===== config.mk =====
export PLATFORM = sky130hd
export DESIGN_NAME = slice_adder_sequencer
export DESIGN_NICKNAME = d
export VERILOG_FILES = /design/src/rtl/slice_adder_sequencer.sv
export SDC_FILE = /design/constraint.sdc
export NUM_CORES = 1
export LEC_CHECK = 0
export CAP_MARGIN = 20
export CORE_MARGIN = 3
export CORE_UTILIZATION = 39
export CTS_CLUSTER_SIZE = 28
export DETAILED_ROUTE_END_ITERATION = 16
export PLACE_DENSITY = 0.66
export SYNTH_ARGS = -nofsm -noshare
export SYNTH_HDL_FRONTEND = slang
export SYNTH_SLANG_ARGS = --single-unit

===== constraint.sdc =====
create_clock -name clk -period 3.3 [get_ports clk]
set_clock_uncertainty 0.2 [all_clocks]
set_input_delay 0.66 -clock clk [delete_from_list [all_inputs] [get_ports clk]]
set_output_delay 0.66 -clock clk [all_outputs]
set_load 0.05 [all_outputs]

===== src/rtl/slice_adder_sequencer.sv =====
// Multi-cycle adder controller: walks two WIDTH-bit operands through an external
// 3-bit slice adder, LSB slice first, and assembles the full-width sum and carry-out.
module slice_adder_sequencer #(
    parameter int WIDTH = 12
) (
    input  logic             clk,
    input  logic             rst_n,
    input  logic             in_valid,
    output logic             in_ready,
    input  logic [WIDTH-1:0] in_a,
    input  logic [WIDTH-1:0] in_b,
    input  logic             in_cin,
    output logic [2:0]       add_a,
    output logic [2:0]       add_b,
    output logic             add_cin,
    input  logic [2:0]       add_sum,
    input  logic             add_cout,
    output logic             out_valid,
    input  logic             out_ready,
    output logic [WIDTH-1:0] out_sum,
    output logic             out_cout,
    output logic             busy
);

    localparam int SLICES = WIDTH / 3;
    localparam int IDXW   = (SLICES > 1) ? $clog2(SLICES) : 1;
    localparam logic [IDXW-1:0] LAST_IDX = IDXW'(SLICES - 1);

    typedef enum logic [1:0] {
        ST_IDLE = 2'd0,
        ST_RUN  = 2'd1,
        ST_DONE = 2'd2
    } state_t;

    state_t           state_r;
    state_t           state_s;
    logic [WIDTH-1:0] a_sh_r;
    logic [WIDTH-1:0] b_sh_r;
    logic [WIDTH-1:0] sum_sh_r;
    logic             carry_r;
    logic [IDXW-1:0]  idx_r;
    logic [WIDTH+2:0] sum_cat_s;
    logic             run_s;
    logic             done_s;

    // New slice sum enters at the top; after SLICES shifts slice 0 sits at the bottom.
    assign sum_cat_s = {add_sum, sum_sh_r};
    assign run_s     = (state_r == ST_RUN);
    assign done_s    = (state_r == ST_DONE);

    // Everything below decodes straight from registers, so no in_* signal reaches an output.
    assign add_a     = run_s  ? a_sh_r[2:0] : 3'd0;
    assign add_b     = run_s  ? b_sh_r[2:0] : 3'd0;
    assign add_cin   = run_s  ? carry_r     : 1'b0;
    assign out_valid = done_s;
    assign out_sum   = done_s ? sum_sh_r    : {WIDTH{1'b0}};
    assign out_cout  = done_s ? carry_r     : 1'b0;
    assign in_ready  = (state_r == ST_IDLE);
    assign busy      = (state_r != ST_IDLE);

    // State register
    always_ff @(posedge clk or negedge rst_n) begin
        if (!rst_n) begin
            state_r <= ST_IDLE;
        end else begin
            state_r <= state_s;
        end
    end

    // Next-state logic: accept in IDLE, step through slices in RUN, hold result in DONE
    always_comb begin
        state_s = state_r;
        case (state_r)
            ST_IDLE: begin
                if (in_valid) begin
                    state_s = ST_RUN;
                end else begin
                    state_s = ST_IDLE;
                end
            end
            ST_RUN: begin
                if (idx_r == LAST_IDX) begin
                    state_s = ST_DONE;
                end else begin
                    state_s = ST_RUN;
                end
            end
            ST_DONE: begin
                if (out_ready) begin
                    state_s = ST_IDLE;
                end else begin
                    state_s = ST_DONE;
                end
            end
            default: begin
                state_s = ST_IDLE;
            end
        endcase
    end

    // Operand/result shift registers, running carry and slice counter
    always_ff @(posedge clk or negedge rst_n) begin
        if (!rst_n) begin
            a_sh_r   <= {WIDTH{1'b0}};
            b_sh_r   <= {WIDTH{1'b0}};
            sum_sh_r <= {WIDTH{1'b0}};
            carry_r  <= 1'b0;
            idx_r    <= {IDXW{1'b0}};
        end else begin
            case (state_r)
                ST_IDLE: begin
                    if (in_valid) begin
                        a_sh_r   <= in_a;
                        b_sh_r   <= in_b;
                        sum_sh_r <= {WIDTH{1'b0}};
                        carry_r  <= in_cin;
                        idx_r    <= {IDXW{1'b0}};
                    end
                end
                ST_RUN: begin
                    a_sh_r   <= a_sh_r >> 3'd3;
                    b_sh_r   <= b_sh_r >> 3'd3;
                    sum_sh_r <= sum_cat_s[WIDTH+2:3];
                    carry_r  <= add_cout;
                    idx_r    <= idx_r + {{(IDXW-1){1'b0}}, 1'b1};
                end
                ST_DONE: begin
                    sum_sh_r <= sum_sh_r;
                    carry_r  <= carry_r;
                end
                default: begin
                    idx_r <= {IDXW{1'b0}};
                end
            endcase
        end
    end

endmodule


### Yosys cells after proc, flatten, opt, wreduce, memory -nomap -nowiden

Index checks and enable logic that the tools add are counted.
Widths: inputs -> output; s select.

| word-level totals | value |
|---|---|
| register bits after elaboration | 41 |
| input bits | 33 |
| output and inout bits | 23 |
| logic and storage cells | 36 |

| operators by class | value |
|---|---|
| add/subtract/negate cells | 1 |
| equality and inequality tests | 4 |
| multiplexer cells | 19 |
| bitwise logic cells | 1 |
| reductions and logical operators | 5 |

Operator list:

| operator | number |
|---|---|
| $pmux 12 s2 | 3 |
| $mux 12 | 4 |
| $pmux 2 s3 | 2 |
| $mux 2 | 3 |
| $mux 3 | 2 |
| $eq 2x2->1 const B | 2 |
| $mux 1 | 4 |
| $reduce_and 2->1 | 2 |
| $reduce_bool 2->1 | 2 |
| $add 2x1->2 const B | 1 |
| $eq 2x1->1 const B | 1 |
| $logic_not 2->1 | 1 |
| $ne 2x2->1 const B | 1 |
| $pmux 1 s2 | 1 |
| $not 1->1 | 1 |

### Longest topological paths before layout

| depth | value |
|---|---|
| depth after elaboration | 3 |
| depth in mapped cells | 4 |
| gate-level depth less buffers | 3 |

### Least setup slack after synthesis

OpenSTA, ideal clock, no wires.

| path | value |
|---|---|
| path type | register -> output |
| from | reg state_r[1] |
| to | out out_sum[10] |
| arrival time | 1.482 ns |
| required time | 2.440 ns |
| path slack | 0.958 ns |
| stages on the path, launching flop included | 4 |
| path buffers | 1 |
| cell sequence | dfrtp_1 nor2b_1 buf_2 and2_1 |

| between the ends | value |
|---|---|
| longest elaborated chain between the ends | 2 |

Ends and longest elaborated chain:

| element | RTL line | RTL |
|---|---|---|
| start: declaration | 35 | `state_t state_r;` |
| start signal: assignment | 66 | `state_r <= state_s;` |
| $eq 2x2->1 | 49 | `assign done_s = (state_r == ST_DONE);` |
| named net out_valid | 18 | `output logic out_valid,` |
| $mux 12 | 56 | `assign out_sum = done_s ? sum_sh_r : {WIDTH{1'b0}};` |
| end: declaration | 20 | `output logic [WIDTH-1:0] out_sum,` |

The timed path passes the listed nets, and every way through them passes these cells.

### Final worst setup path

| path | value |
|---|---|
| from | reg state_r[1] |
| to | out busy |

| between the ends | value |
|---|---|
| longest elaborated chain between the ends | 1 |

Ends and longest elaborated chain:

| element | RTL line | RTL |
|---|---|---|
| $reduce_bool 2->1 | 59 | `assign busy = (state_r != ST_IDLE);` |
| end: declaration | 22 | `output logic busy` |

No other way between the ends.

==> metrics.md <==
| Metric | Value |
|---|---|
| Largest net degree at the start of global routing | `42` |
| Post-route design area | `0.002809 mm^2` |
| Combinational Power Share | `52.3%` |
| Final Hold Fails | `0` |
| GPL Wtd Cong | `0.7279` |
| Unrepaired setup endpoints after global routing | `no` |
| Crit end category | `output port` |
| Reg clk slew, reported paths | `0.07 ns` |
| Worst R2R Path Depth | `4` |
| Vias | `1591` |
| Site row count | `25` |
| Critical Path Start | `state_r[1]` |
| Total track usage | `15.77%` |
| HP Class | `register to register` |
| H-tree depth | `2` |
| Ranking of synthesized cells by area | `dfrtp_1, and2_1, a222oi_1, a22o_1, nor2b_1` |
| R2r startpoint | `state_r[0]` |
| Diode count | `0` |
| Hold_buf cts | `0` |
| Die ar. | `0.006019 mm^2` |
| Mapped Area | `0.001998 mm^2` |
| Drt first pass iters | `8` |
| Reg power frac | `34.8%` |
| Final Net Count | `270` |
| Synth top area share | `51.35%` |
| Mapped Nets | `218` |
| Hold Path Stages | `2` |
| Net Sw Power | `0.001046 W` |
| Worst min-delay path startpoint | `a_sh_r[9]` |
| VDD IR max | `0.4393 mV` |
| Worst reg2reg setup slack | `1.55 ns` |
| Slew headroom | `40.51%` |
| CP Data Arrival Time | `1.69 ns` |
| Multi-input gate area | `815.8 um^2` |
| IO Count | `56` |
| Antenna Nets Post-Route | `0` |
| DR vias/cell | `5.251` |
| Synth warn | `0` |
| Tcrit/Tclk final | `77.23%` |
| Most frequent cells in the layout | `dfrtp_1, clkdlybuf4s50_1, inv_1, and2_1` |
| Worst slack, placed | `0.8155 ns` |
| IO buf count | `55` |
| First-pass GRT wire length | `7521 um` |
| Clock Sinks | `41` |
| Crit path max fanout | `2` |
| Core Area | `0.004848 mm^2` |
| Post-synth cell types | `23` |
| Vias in the first global route | `1466` |
| Final setup margin | `0.7515 ns` |
| Setup TNS | `0 ns` |
| Die Wd | `77.58 um` |
| CTS tree | `done` |
| Slew of the pin with the lowest slew margin | `0.8923 ns` |
| Area leader, netlist | `dfrtp_1` |
| Share of cells above drive strength 1 | `19.92%` |
| Die Ht | `77.58 um` |
| FILL cells | `421` |
| CTS buffer count | `5` |
| DRC | `0` |
| Most common cell after layout, fill and taps aside | `dfrtp_1` |
| Switch share | `42.02%` |
| Worst path required time | `2.44 ns` |
| Drt wl/cell | `15.04 um` |
| Clock power share | `12.9%` |
| Mean Syn Cell Area | `10.86 um^2` |
| Synth-to-layout area growth | `40.58%` |
| Initial antenna violation count | `0` |
| Worst Hold End | `a_sh_r[9]` |
| Clock latency on the worst-skew pair | `0.28 ns` |
| Drt initial violations | `143` |
| Clock tree buffer depth | `2` |
| Leak | `1.222 nW` |
| FF+latch area | `0.001026 mm^2` |
| Worst R2R End | `b_sh_r[7]` |
| Status | `completed` |
| # resized after CTS | `0` |
| Remaining global-route overflow | `0` |
| Max-Cap Viols | `0` |
| Setup CP Type | `register to output port` |
| P_int | `0.001443 W` |
| Wirelength, routed | `4556 um` |
| Slew Viols, Final | `0` |
| Postcts setup bufs | `0` |
| Max Freq | `392.4 MHz` |
| Final-report setup violation count | `0` |
| Nature of the critical path startpoint | `register` |
| DP HPWL | `3098 um` |
| Placed Instance Area | `0.002723 mm^2` |
| Register area share after synthesis | `51.35%` |
| Pwr dens | `885.8 mW/mm^2` |
| Seq cells post-synth | `41` |
| Clock root cell | `clkbuf_8` |
| Initial Util | `41.21%` |
| Period minus WS final | `2.549 ns` |
| Mapped Cells | `184` |
metrics by stage:
step	std cells	power [W]	utilization, %	hold slack, ns
finish	303	0.002488	57.94	0.2929
global route	303	0.002646	57.94	0.3099
CTS	303	0.002502	57.94	0.2962
detailed placement	296	0.002177	56.15	0.2756
global placement	296	0.002146	56.15	0.2726
floorplan	184	0.001792	-	0.1644
per-layer routing:
layer | GRT usage, % | up-vias | part of all wire (%)
met1 | 23.36 | 748 | 48
li1 | - | 770 | -
met4 | 4.804 | 0 | 0.53
met5 | 0 | - | 0
met2 | 22.17 | 71 | 44
met3 | 4.408 | 2 | 7.1
sequential cells by signal, indices dropped and copies added, names as in the netlist:
name,flops
idx_r,2
state_r,2
b_sh_r,12
sum_sh_r,12
carry_r,1
a_sh_r,12
synthesized netlist by cell type, drive strengths merged:
library cell / n
dfrtp: 41
inv: 23
and2: 20
nor2b: 15
a22o: 13
a222oi: 12
buf: 8
clkbuf: 8
o221a: 7
or4b: 7
nand2: 6
nand3b: 6
o221ai: 6
nand2b: 3
or2: 2
a21oi: 1
ha: 1
o21ba: 1
o21bai: 1
o31ai: 1
o32ai: 1
or3b: 1
power by group through the flow:
stage	clock network (W)	registers, W	logic, W
final	0.000322	0.000865	0.00130
after global placement	0	0.000866	0.00128
after CTS	0.000333	0.000864	0.00131
after global routing	0.000353	0.000890	0.00140
after detailed placement	0	0.000872	0.00130
after floorplan	0	0.000839	0.000952
cell type report:
cell class | count | area share (%)
well taps | 67 | 2.984
repair buffers | 61 | 25.30
multi-input cells | 104 | 29.04
flip-flops and latches | 41 | 36.53
inverters | 23 | 3.074
clock buffers | 7 | 3.074
worst max-delay path: stages (launching register included):
cell and delay, ns:
dfrtp_1 0.38, or2_2 0.32, clkdlybuf4s50_1 0.71
worst max-delay path by stage:
stage                  endpoint  slack (ns)  cells past startpoint
floorplan           out_sum[10]        0.96                      3
global placement     a_sh_r[10]        0.90                      4
detailed placement    b_sh_r[9]        0.82                      4
CTS                        busy        0.74                      2
global route         out_sum[6]        0.68                      5
finish                     busy        0.75                      2
cell families (layout without fill, tap and decap cells):
kind of cell / count (synthesis) / count (layout) / share of synthesized area (%)
AO/OA/AOI/OAI: 43 / 43 / 20.23
adder cells (fa/ha/maj): 1 / 1 / 0.6261
buffers and inverters: 39 / 91 / 7.952
flip-flops: 41 / 41 / 51.35
AND/OR/NAND/NOR: 60 / 60 / 19.85
(Power assumes the default switching activity.)
